--- src/rtl/alu6_module.sv ---
// alu6_module: registered WIDTH-bit two's-complement ALU.
// Result, carry and signed-overflow are computed combinationally from
// x, y and fxn and registered once at posedge clk (one-cycle latency).
// Optional macro ALU_EXT_OPS_EN enables the extended bank (fxn[3]=1);
// without it fxn[3] is ignored and fxn[2:0] selects the base bank.
module alu6_module #(
  parameter int WIDTH = 6
) (
  input  logic             clk,
  input  logic             rst,
  input  logic [WIDTH-1:0] x,
  input  logic [WIDTH-1:0] y,
  input  logic [3:0]       fxn,
  output logic [WIDTH-1:0] answer,
  output logic             carry,
  output logic             o_flow
);

  localparam int MSB = WIDTH - 1;
  localparam logic [WIDTH:0] ONE_W = {{WIDTH{1'b0}}, 1'b1};
  localparam logic [WIDTH-1:0] MIN_V = {1'b1, {(WIDTH-1){1'b0}}};

  logic [3:0]       op;
  logic [WIDTH:0]   neg_x_w;
  logic [WIDTH:0]   neg_y_w;
  logic [WIDTH:0]   sub_w;
  logic [WIDTH:0]   add_w;
  logic             sub_ovf;
  logic             add_ovf;
  logic             slt;
  logic             ult;

  logic [WIDTH-1:0] answer_d, answer_q;
  logic             carry_d, carry_q;
  logic             oflow_d, oflow_q;

`ifdef ALU_EXT_OPS_EN
  assign op = fxn;
`else
  // Extended bank absent: force the bank-select bit low.
  assign op = fxn & 4'b0111;
`endif

  // Shared adders; the extra top bit is the carry-out of the MSB.
  assign neg_x_w = {1'b0, ~x} + ONE_W;
  assign neg_y_w = {1'b0, ~y} + ONE_W;
  assign sub_w   = {1'b0, x} + {1'b0, ~y} + ONE_W;
  assign add_w   = {1'b0, x} + {1'b0, y};

  assign sub_ovf = (x[MSB] ^ y[MSB]) & (sub_w[MSB] ^ x[MSB]);
  assign add_ovf = ~(x[MSB] ^ y[MSB]) & (add_w[MSB] ^ x[MSB]);

  // Signed compare uses sign XOR overflow so wraparound cannot mislead it.
  assign slt = sub_w[MSB] ^ sub_ovf;
  // Carry-out of x-y is "no borrow", so unsigned x<y is its inverse.
  assign ult = ~sub_w[WIDTH];

  // Next-state decode of result and flags.
  always_comb begin
    answer_d = '0;
    carry_d  = 1'b0;
    oflow_d  = 1'b0;
    case (op)
      4'b0000: answer_d = x;
      4'b0001: answer_d = y;
      4'b0010: begin
        answer_d = neg_x_w[MSB:0];
        carry_d  = neg_x_w[WIDTH];
        oflow_d  = (x == MIN_V);
      end
      4'b0011: begin
        answer_d = neg_y_w[MSB:0];
        carry_d  = neg_y_w[WIDTH];
        oflow_d  = (y == MIN_V);
      end
      4'b0100: begin
        answer_d = sub_w[MSB:0];
        carry_d  = sub_w[WIDTH];
        oflow_d  = sub_ovf;
      end
      4'b0101: begin
        answer_d = add_w[MSB:0];
        carry_d  = add_w[WIDTH];
        oflow_d  = add_ovf;
      end
      4'b0110: answer_d = x ^ y;
      4'b0111: begin
        answer_d = {{(WIDTH-1){1'b0}}, slt};
        carry_d  = ult;
      end
`ifdef ALU_EXT_OPS_EN
      4'b1000: answer_d = x & y;
      4'b1001: answer_d = x | y;
      4'b1010: answer_d = ~x;
      4'b1011: begin
        answer_d = {x[MSB-1:0], 1'b0};
        carry_d  = x[MSB];
      end
      4'b1100: begin
        answer_d = {1'b0, x[MSB:1]};
        carry_d  = x[0];
      end
      4'b1101: begin
        answer_d = {x[MSB], x[MSB:1]};
        carry_d  = x[0];
      end
      4'b1110: begin
        answer_d = {x[MSB-1:0], x[MSB]};
        carry_d  = x[MSB];
      end
      4'b1111: answer_d = {{(WIDTH-1){1'b0}}, (~slt & (x != y))};
`endif
      default: begin
        answer_d = '0;
        carry_d  = 1'b0;
        oflow_d  = 1'b0;
      end
    endcase
  end

  // Output register; reset clears any pending result immediately.
  always_ff @(posedge clk or posedge rst) begin
    if (rst) begin
      answer_q <= '0;
      carry_q  <= 1'b0;
      oflow_q  <= 1'b0;
    end else begin
      answer_q <= answer_d;
      carry_q  <= carry_d;
      oflow_q  <= oflow_d;
    end
  end

  assign answer = answer_q;
  assign carry  = carry_q;
  assign o_flow = oflow_q;

endmodule

--- config.mk ---
export PLATFORM = sky130hd
export DESIGN_NAME = alu6_module
export DESIGN_NICKNAME = d
export VERILOG_FILES = /design/src/rtl/alu6_module.sv
export SDC_FILE = /design/constraint.sdc
export NUM_CORES = 1
export LEC_CHECK = 0
export ABC_AREA = 0
export CAP_MARGIN = 30
export CELL_PAD_IN_SITES_DETAIL_PLACEMENT = 1
export CELL_PAD_IN_SITES_GLOBAL_PLACEMENT = 1
export CORE_MARGIN = 2
export CORE_UTILIZATION = 42
export DETAILED_ROUTE_END_ITERATION = 10
export GPL_ROUTABILITY_DRIVEN = 1
export GPL_TIMING_DRIVEN = 1
export PLACE_DENSITY_LB_ADDON = 0.1
export SYNTH_ARGS = -nofsm -noshare
export SYNTH_HDL_FRONTEND = slang
export SYNTH_SLANG_ARGS = --single-unit
--- constraint.sdc ---
create_clock -name clk -period 0.8 [get_ports clk]
set_input_delay 0.16 -clock clk [delete_from_list [all_inputs] [get_ports clk]]
set_output_delay 0.16 -clock clk [all_outputs]
set_load 0.02 [all_outputs]
==> results of run 1 <==
## Yosys cell counts (3+ instances only)
cell       n  share of area [%]
ha_1      14                 14
a21oi_1    7                2.7
dfrtp_1    8                 15
a211oi_1   3                1.7
mux2i_1    5                3.9
o21ai_0    5                1.9
nand4_1    3                1.4
inv_1     15                4.3
nand2_1    8                2.3
xnor2_1    9                6.1
nor3_1     3                1.2
nor2b_1    4                1.9
nand3b_1   3                1.7
buf_2      5                1.9
nor2_1     8                2.3
fa_1       3                4.6
## metrics by stage
step | TNS (ns) | hold slack [ns]
2_1_floorplan | -6.80 | -0.0243
3_3_place_gp | -14.57 | 0.416
3_5_place_dp | -15.46 | 0.433
## cells by family after synthesis
family / Yosys count / synth area share [%]
and+or+nand+nor: 40 / 17.2
AOI/OAI and AO/OA: 39 / 24.2
buffers and inverters: 24 / 8.50
adders and majority gates: 17 / 18.2
xor gates and xnor gates: 11 / 7.44
muxes: 9 / 9.08
DFF: 8 / 15.5
==> out/metrics.cfg, run 1 <==
[synthesis]
ys_async_sr_fraction_pct = 100
synth-edff-count = 0
ys_seq_area_share_pct = 15.5
yosys_warnings = 0
syn_nets = 183
netlist_area_um2 = 1290
synthCells = 148
ys.flop_type = dfrtp_1
syn_avg_cell_area_um2 = 8.75
synth_cell_type_count = 48
synth-seq-cells = 8

[cts]
cts_buffer_depth = 2
cts_root_buf = clkbuf_4
cts_made_buffers = 3
cts_hold_buf = 0
clkSinkCount = 8
cts_setup_buffers = 15
cts-htree-levels = 1
cts_resized = 110

[floorplanning]
start_util_pct = 43.1
die_x_um = 59.5
dieHeight_um = 59.5
rows = 20
io_pins = 26

[outcome]
firstError = [ERROR DPL-0033] detailed placement checks failed during check placement.
lastStage = 4_1_cts
outcome = did not finish

[placement]
placed_cells = 252
pre_cts_ws_ns = -1.92
port_buffers = 24
hpwl_um = 4410
place_congestion = 0.923
placed_cell_area_um2 = 2000

==> run 2: changes to the inputs <==
==> config.mk (replaced) <==
export PLATFORM = sky130hd
export DESIGN_NAME = alu6_module
export DESIGN_NICKNAME = d
export VERILOG_FILES = /design/src/rtl/alu6_module.sv
export SDC_FILE = /design/constraint.sdc
export NUM_CORES = 1
export LEC_CHECK = 0
export ABC_AREA = 0
export CAP_MARGIN = 30
export CORE_AREA = 2 2 63 65
export DETAILED_ROUTE_END_ITERATION = 10
export DIE_AREA = 0 0 65 67
export GPL_ROUTABILITY_DRIVEN = 1
export GPL_TIMING_DRIVEN = 1
export PLACE_DENSITY_LB_ADDON = 0.15
export SYNTH_ARGS = -nofsm -noshare
export SYNTH_HDL_FRONTEND = slang
export SYNTH_SLANG_ARGS = --single-unit
==> run 2 against run 1 <==
  * The flow now finishes, with violations (negative setup slack)
  * Synthesized cell count did not move
  * Synthesized area stayed put
==> out/metrics.cfg, run 2 <==
[floorplanning]
dieHeight_um = 67  ; +13%
rows = 22  ; +10%
core_area_um2 = 3610
io_pins = 26  ; unchanged
die_x_um = 65  ; +9.2%
dieArea_um2 = 4360
start_util_pct = 35.9  ; -7.2 points

[placement]
pre_cts_ws_ns = -1.90  ; +0.0272 ns
port_buffers = 24  ; unchanged
placed_cell_area_um2 = 2030  ; +1.3%
hpwl_um = 3370  ; -23%
place_congestion = 0.847  ; -8.2%

[setup_path]
path_buf_inv = 1
crit_chain = buf_8, ha_4, a21oi_4, nand2_2, a21oi_2, o21bai_2, fa_2, xnor2_1, nor4_1, a41oi_1, o211ai_1
cp-end-kind = flip-flop
cp_num_cells = 11
cp_slowest_stage_delay_ns = 0.60
critical_path.max_fanout = 4
critPathArrivalTime_ns = 2.06
crit_family = adder cells
critPathLaunchType = primary input
crit_type = primary input to flip-flop
critPathRequiredTime_ns = 0.88
slowest_stage = fa_2

[synthesis]
yosys-top-cells-count = inv_1, ha_1, xnor2_1
synth_cell_type_count = 48  ; unchanged
netlist_area_um2 = 1290  ; unchanged
yosysMostFrequentCell = inv_1
synth-edff-count = 0  ; unchanged
ys.flop_type = dfrtp_1
yosysTopAreaCellShare_pct = 15.5  ; unchanged
ys_async_sr_fraction_pct = 100  ; unchanged
ys_seq_area_share_pct = 15.5  ; unchanged
yosysTopAreaCell = dfrtp_1
yosys_warnings = 0  ; unchanged
synth-seq-cells = 8  ; unchanged
synthCells = 148  ; unchanged
syn_avg_cell_area_um2 = 8.75  ; unchanged
synthTopCellsByArea = dfrtp_1, ha_1, xnor2_1, fa_1, inv_1
syn_nets = 183  ; unchanged

[timing]
slew_viol_final = 0
period_needed_ns = 1.97
finalSetupTns_ns = -7.86
rsz0062_at_grt = true
setup_viol = 16
finalCritPeriodShare_pct = 247
fin_ws_ns = -1.17
hold_violations = 0
worst_slew_pin_slew_ns = 0.356
fmax_mhz = 507
slew_headroom_pct = 76.2

[detailed_routing]
routed_wl_um = 4350
drc = 0
drt_iter0_drc = 99
wl_per_cell_um = 15.7
ant_nets = 0
vias = 1457
first_pass_iters = 4
routed_via_density = 5.24

[grt]
grt_overflow = 0
grt_usage_pct = 21.7
antenna_found_initial = 0
grt_pass1_wl_um = 7250
grt_pass1_vias = 1544
grt_max_degree = 11

[power_and_ir_drop]
clkPwrFrac_pct = 19.0
p_sw_mw = 0.865
sw_frac_of_total_pct = 35.4
p_seq_share_pct = 19.7
p_per_area_nw_per_um2 = 1060
ir_drop_mv = 0.413
comb_power_share_pct = 61.3
leakagePower_nw = 1.01
intPower_mw = 1.58

[cts]
cts-htree-levels = 1  ; unchanged
cts_root_buf = clkbuf_8
clk_pin_slew_worst_paths_ns = 0.04
cts_tree = built
cts_buffer_depth = 2  ; unchanged
cts_made_buffers = 3  ; unchanged
clkSinkCount = 8  ; unchanged

[finish]
most-common-layout-cells = buf_4, buf_6, xnor2_1
area_growth_pct = 78.0
drive_gt1_share_pct = 54.3
final_common_cell = buf_4
largest_register_ffs = 6
postLayoutCellArea_um2 = 2300
final_nets = 267
antennaDiodeCount = 0

[outcome]
outcome = finished, violations left
violations = negative setup slack

[hold_path]
hp-class = primary input to async pin

[job]
drv_cap = 0

==> run 2: cell counts after synthesis <==
No cell type changed its count.
==> run 2: cell type report <==
class                      instances  area (um2)
inverter                          17        73.8
tap                               48        60.1
fill                             322        1300
timing repair buffer              86         734
multi-input combinational        116        1190
clock buffer                       3        41.3
sequential                         8         200
==> run 2: per-stage QoR <==
stage	cells	util (%)	hold WS, ns	power, mW
after CTS	281	61.3	0.184	2.35
after detailed placement	268	56.3	0.415	1.76
final	278	63.9	0.177	2.44
after floorplan	148	-	-0.0243	1.15
after global routing	278	63.9	0.195	2.60
after global placement	268	56.3	0.409	1.74
==> run 2: what timing repair did <==
action                                  CTS  global route
buffers inserted                         10             3
gates resized for setup                  97            20
hold buffers                              0             0
cloned                                    0             0
hold endpoints to repair                  0             0
pin swaps                                21            24
endpoints found under the setup margin   16            16
==> run 2: power groups by stage <==
stage	Clock (mW)	Sequential [mW]	Combinational, mW
after CTS	0.475	0.482	1.40
after global routing	0.505	0.486	1.61
after floorplan	0	0.544	0.610
after global placement	0	0.475	1.26
final	0.464	0.481	1.50
after detailed placement	0	0.476	1.28
==> run 2: per-layer routing <==
| metal | share of wire [%] | routed length [um] | track usage (%) | vias to the layer above |
|---|---|---|---|---|
| met4 | 0.28 | 12 | 5.59 | 0 |
| met2 | 54 | 2360 | 40.1 | 43 |
| met3 | 4.5 | 194 | 1.01 | 2 |
| met1 | 41 | 1780 | 27.5 | 703 |
| li1 | - | - | - | 709 |
| met5 | 0 | 0 | 0 | - |
==> run 2: worst paths after layout <==
kind / from / to / slack [ns]
max: x[2] / o_flow / -1.17
min: rst / carry / 0.18
max in group asynchronous: rst / answer[3] / 0.41
min in group clk: y[0] / answer[0] / 0.41
==> run 2: logic make-up (layout without fill, tap and decap cells) <==
logic type | count (synthesis) | count (layout) | share of synthesized area (%)
compound gates | 39 | 39 | 24.2
buf+inv | 24 | 106 | 8.50
mux | 9 | 9 | 9.08
xor+xnor | 11 | 11 | 7.44
fa+ha+maj | 17 | 17 | 18.2
simple gates | 40 | 40 | 17.2
flops | 8 | 8 | 15.5
Note: power is estimated with default switching activity, not from simulation.
==> run 3: changes to the inputs <==
--- a/config.mk
+++ b/config.mk
@@ -6,8 +6,8 @@
 export NUM_CORES = 1
 export LEC_CHECK = 0
 export ABC_AREA = 0
-export CAP_MARGIN = 30
 export CORE_AREA = 2 2 63 65
+export CTS_CLUSTER_DIAMETER = 60
 export DETAILED_ROUTE_END_ITERATION = 10
 export DIE_AREA = 0 0 65 67
 export GPL_ROUTABILITY_DRIVEN = 1
==> constraint.sdc (replaced) <==
create_clock -name clk -period 1.61 [get_ports clk]
set_input_delay 0.322 -clock clk [delete_from_list [all_inputs] [get_ports clk]]
set_output_delay 0.322 -clock clk [all_outputs]
set_load 0.02 [all_outputs]
==> run 3 against run 2 <==
  * The flow still finishes with violations (negative setup slack)
  * First-iteration DRC count increased by 8.1%
  * Critical path depth is the same
  * Via count is 0.14% lower
  * Sequential cell count is the same
  * Worst hold slack better by 0.16 ns
  * Core utilization shrank 0.49 points
  * Die area unchanged
  * Power decreased by 51%
  * Non-clock buffer count is 3 lower
  * Highest routed layer unchanged
==> out/metrics.cfg, run 3 (synthesized netlist as in run 2, its figures left out) <==
[job]
drv_cap = 0  ; unchanged

[finish]
area_growth_pct = 76.6
final_nets = 264  ; -1.1%
final_common_cell = buf_4
antennaDiodeCount = 0  ; unchanged
drive_gt1_share_pct = 49.8  ; -4.6 points
fin_cells = 275  ; -1.1%
most-common-layout-cells = buf_4, clkdlybuf4s50_1, xnor2_1
largest_register_ffs = 6  ; unchanged
multi_input_area_um2 = 1200  ; +0.42%
seq_area_um2 = 200  ; unchanged
nFillCells = 308  ; -4.3%

[setup_path]
critical_path.max_fanout = 2  ; -2
slowest_stage = fa_1
crit_chain = buf_2, ha_4, nand3b_1, nand2_2, a21oi_2, o21bai_1, fa_1, xnor2_1, nor4_1, a41oi_1, o211ai_1
startpoint = x[1]
crit_type = primary input to flip-flop
critPathRequiredTime_ns = 1.74  ; +0.86 ns
path_buf_inv = 1  ; unchanged
crit_family = adder cells
cp-end-kind = flip-flop
critPathArrivalTime_ns = 2.25  ; +0.19 ns
critPathLaunchType = primary input
cp_slowest_stage_delay_ns = 0.47  ; -0.13 ns

[grt]
grt_pass1_wl_um = 7110  ; -1.9%
grt_overflow = 0  ; unchanged
grt_usage_pct = 21.3  ; -0.40 points
antenna_found_initial = 0  ; unchanged
grt_max_degree = 11  ; unchanged
grt_pass1_vias = 1528  ; -1.0%

[cts]
cts_tree = built
cts_made_buffers = 3  ; unchanged
clkSinkCount = 8  ; unchanged
clk_pin_slew_worst_paths_ns = 0.04  ; about the same
cts_buffer_depth = 2  ; unchanged
cts_root_buf = clkbuf_8
cts-htree-levels = 1  ; unchanged

[timing]
fin_ws_ns = -0.515  ; +0.659 ns
period_needed_ns = 2.12
setup_viol = 8  ; -8
rsz0062_at_grt = true
fin_hold_ws_ns = 0.340  ; +0.164 ns
fmax_mhz = 471
slew_headroom_pct = 77.9  ; +1.7 points
finalCritPeriodShare_pct = 132
slew_viol_final = 0  ; unchanged
hold_violations = 0  ; unchanged
worst_slew_pin_slew_ns = 0.330  ; -0.0261 ns
finalSetupTns_ns = -1.89  ; +5.97 ns

[hold_path]
hp-class = primary input to async pin

[floorplanning]
rows = 22  ; unchanged
io_pins = 26  ; unchanged
dieArea_um2 = 4360  ; unchanged
dieHeight_um = 67  ; unchanged
die_x_um = 65  ; unchanged
core_area_um2 = 3610  ; unchanged
start_util_pct = 35.9  ; unchanged

[detailed_routing]
routed_wl_um = 4380  ; +0.64%
vias = 1455  ; -0.14%
drt_iter0_drc = 107  ; +8.1%
wl_per_cell_um = 15.9  ; +1.7%
drc = 0  ; unchanged
first_pass_iters = 6  ; +2
ant_nets = 0  ; unchanged
routed_via_density = 5.29  ; +0.95%

[power_and_ir_drop]
clkPwrFrac_pct = 18.8  ; -0.2 points
p_per_area_nw_per_um2 = 521  ; -51%
intPower_mw = 0.774  ; -51%
p_sw_mw = 0.418  ; -52%
p_seq_share_pct = 19.6  ; about the same
leakagePower_nw = 0.988  ; -2.0%
power_mw = 1.19  ; -51%
comb_power_share_pct = 61.6  ; +0.3 points
sw_frac_of_total_pct = 35.1  ; -0.36 points
ir_drop_mv = 0.232  ; -44%

[placement]
placed_cells = 268  ; unchanged
hpwl_um = 3370  ; -0.20%
port_buffers = 24  ; unchanged
place_congestion = 0.845  ; -0.25%

[outcome]
violations = negative setup slack
outcome = finished, violations left

-- run 3: metrics by stage --
| stage | setup WS [ns] | cell area (um2) | util, % |
|---|---|---|---|
| final | -0.515 | 2290 | 63.4 |
| after global routing | -0.626 | 2290 | 63.4 |
| after CTS | -0.474 | 2210 | 61.2 |
| after detailed placement | -1.22 | 2030 | 56.3 |
| after global placement | -1.17 | 2030 | 56.3 |
| after floorplan | -0.612 | 1370 | - |
-- run 3: repair_timing --
action	CTS	global route
buffers inserted	3	2
setup endpoints to repair	8	8
pin swaps	20	3
hold buffers	0	0
gates resized for setup	59	12
-- run 3: cell type report --
type | instances | area share [%]
Timing Repair Buffer | 83 | 31.1
Clock buffer | 3 | 1.81
Tap cell | 48 | 2.63
Multi-Input combinational cell | 116 | 52.5
Sequential cell | 8 | 8.75
Inverter | 17 | 3.23
-- run 3: worst max path at each step --
stage                     endpoint  slack, ns  depth (start not counted)
after global routing        o_flow      -0.63                         11
after CTS                   o_flow      -0.47                         12
final                       o_flow      -0.51                         11
after detailed placement    o_flow      -1.22                         12
after global placement      o_flow      -1.17                         12
after floorplan             o_flow      -0.61                         11
-- run 3: per-layer routing --
metal	up-vias	GRT usage (%)	share of wire (%)
met4	0	6.38	1.4
met2	43	39.8	52
met3	6	1.35	4.1
met1	709	26.0	42
met5	-	0	0
li1	697	-	-
-- run 3: power by group through the flow --
| stage | Clock [mW] | Sequential (mW) | Combinational, mW |
|---|---|---|---|
| after floorplan | 0 | 0.271 | 0.303 |
| after global placement | 0 | 0.236 | 0.627 |
| after detailed placement | 0 | 0.237 | 0.636 |
| after CTS | 0.229 | 0.234 | 0.690 |
| after global routing | 0.252 | 0.236 | 0.790 |
| final | 0.224 | 0.233 | 0.735 |
==> run 4: changes to the inputs <==
--- a/config.mk
+++ b/config.mk
@@ -7,6 +7,7 @@
 export LEC_CHECK = 0
 export ABC_AREA = 0
 export CORE_AREA = 2 2 63 65
+export CTS_BUF_LIST = sky130_fd_sc_hd__clkbuf_2 sky130_fd_sc_hd__clkbuf_4 sky130_fd_sc_hd__clkbuf_8
 export CTS_CLUSTER_DIAMETER = 60
 export DETAILED_ROUTE_END_ITERATION = 10
 export DIE_AREA = 0 0 65 67
==> results of run 4 <==
The final DEF is identical to that of run 3; final timing and power are the same.
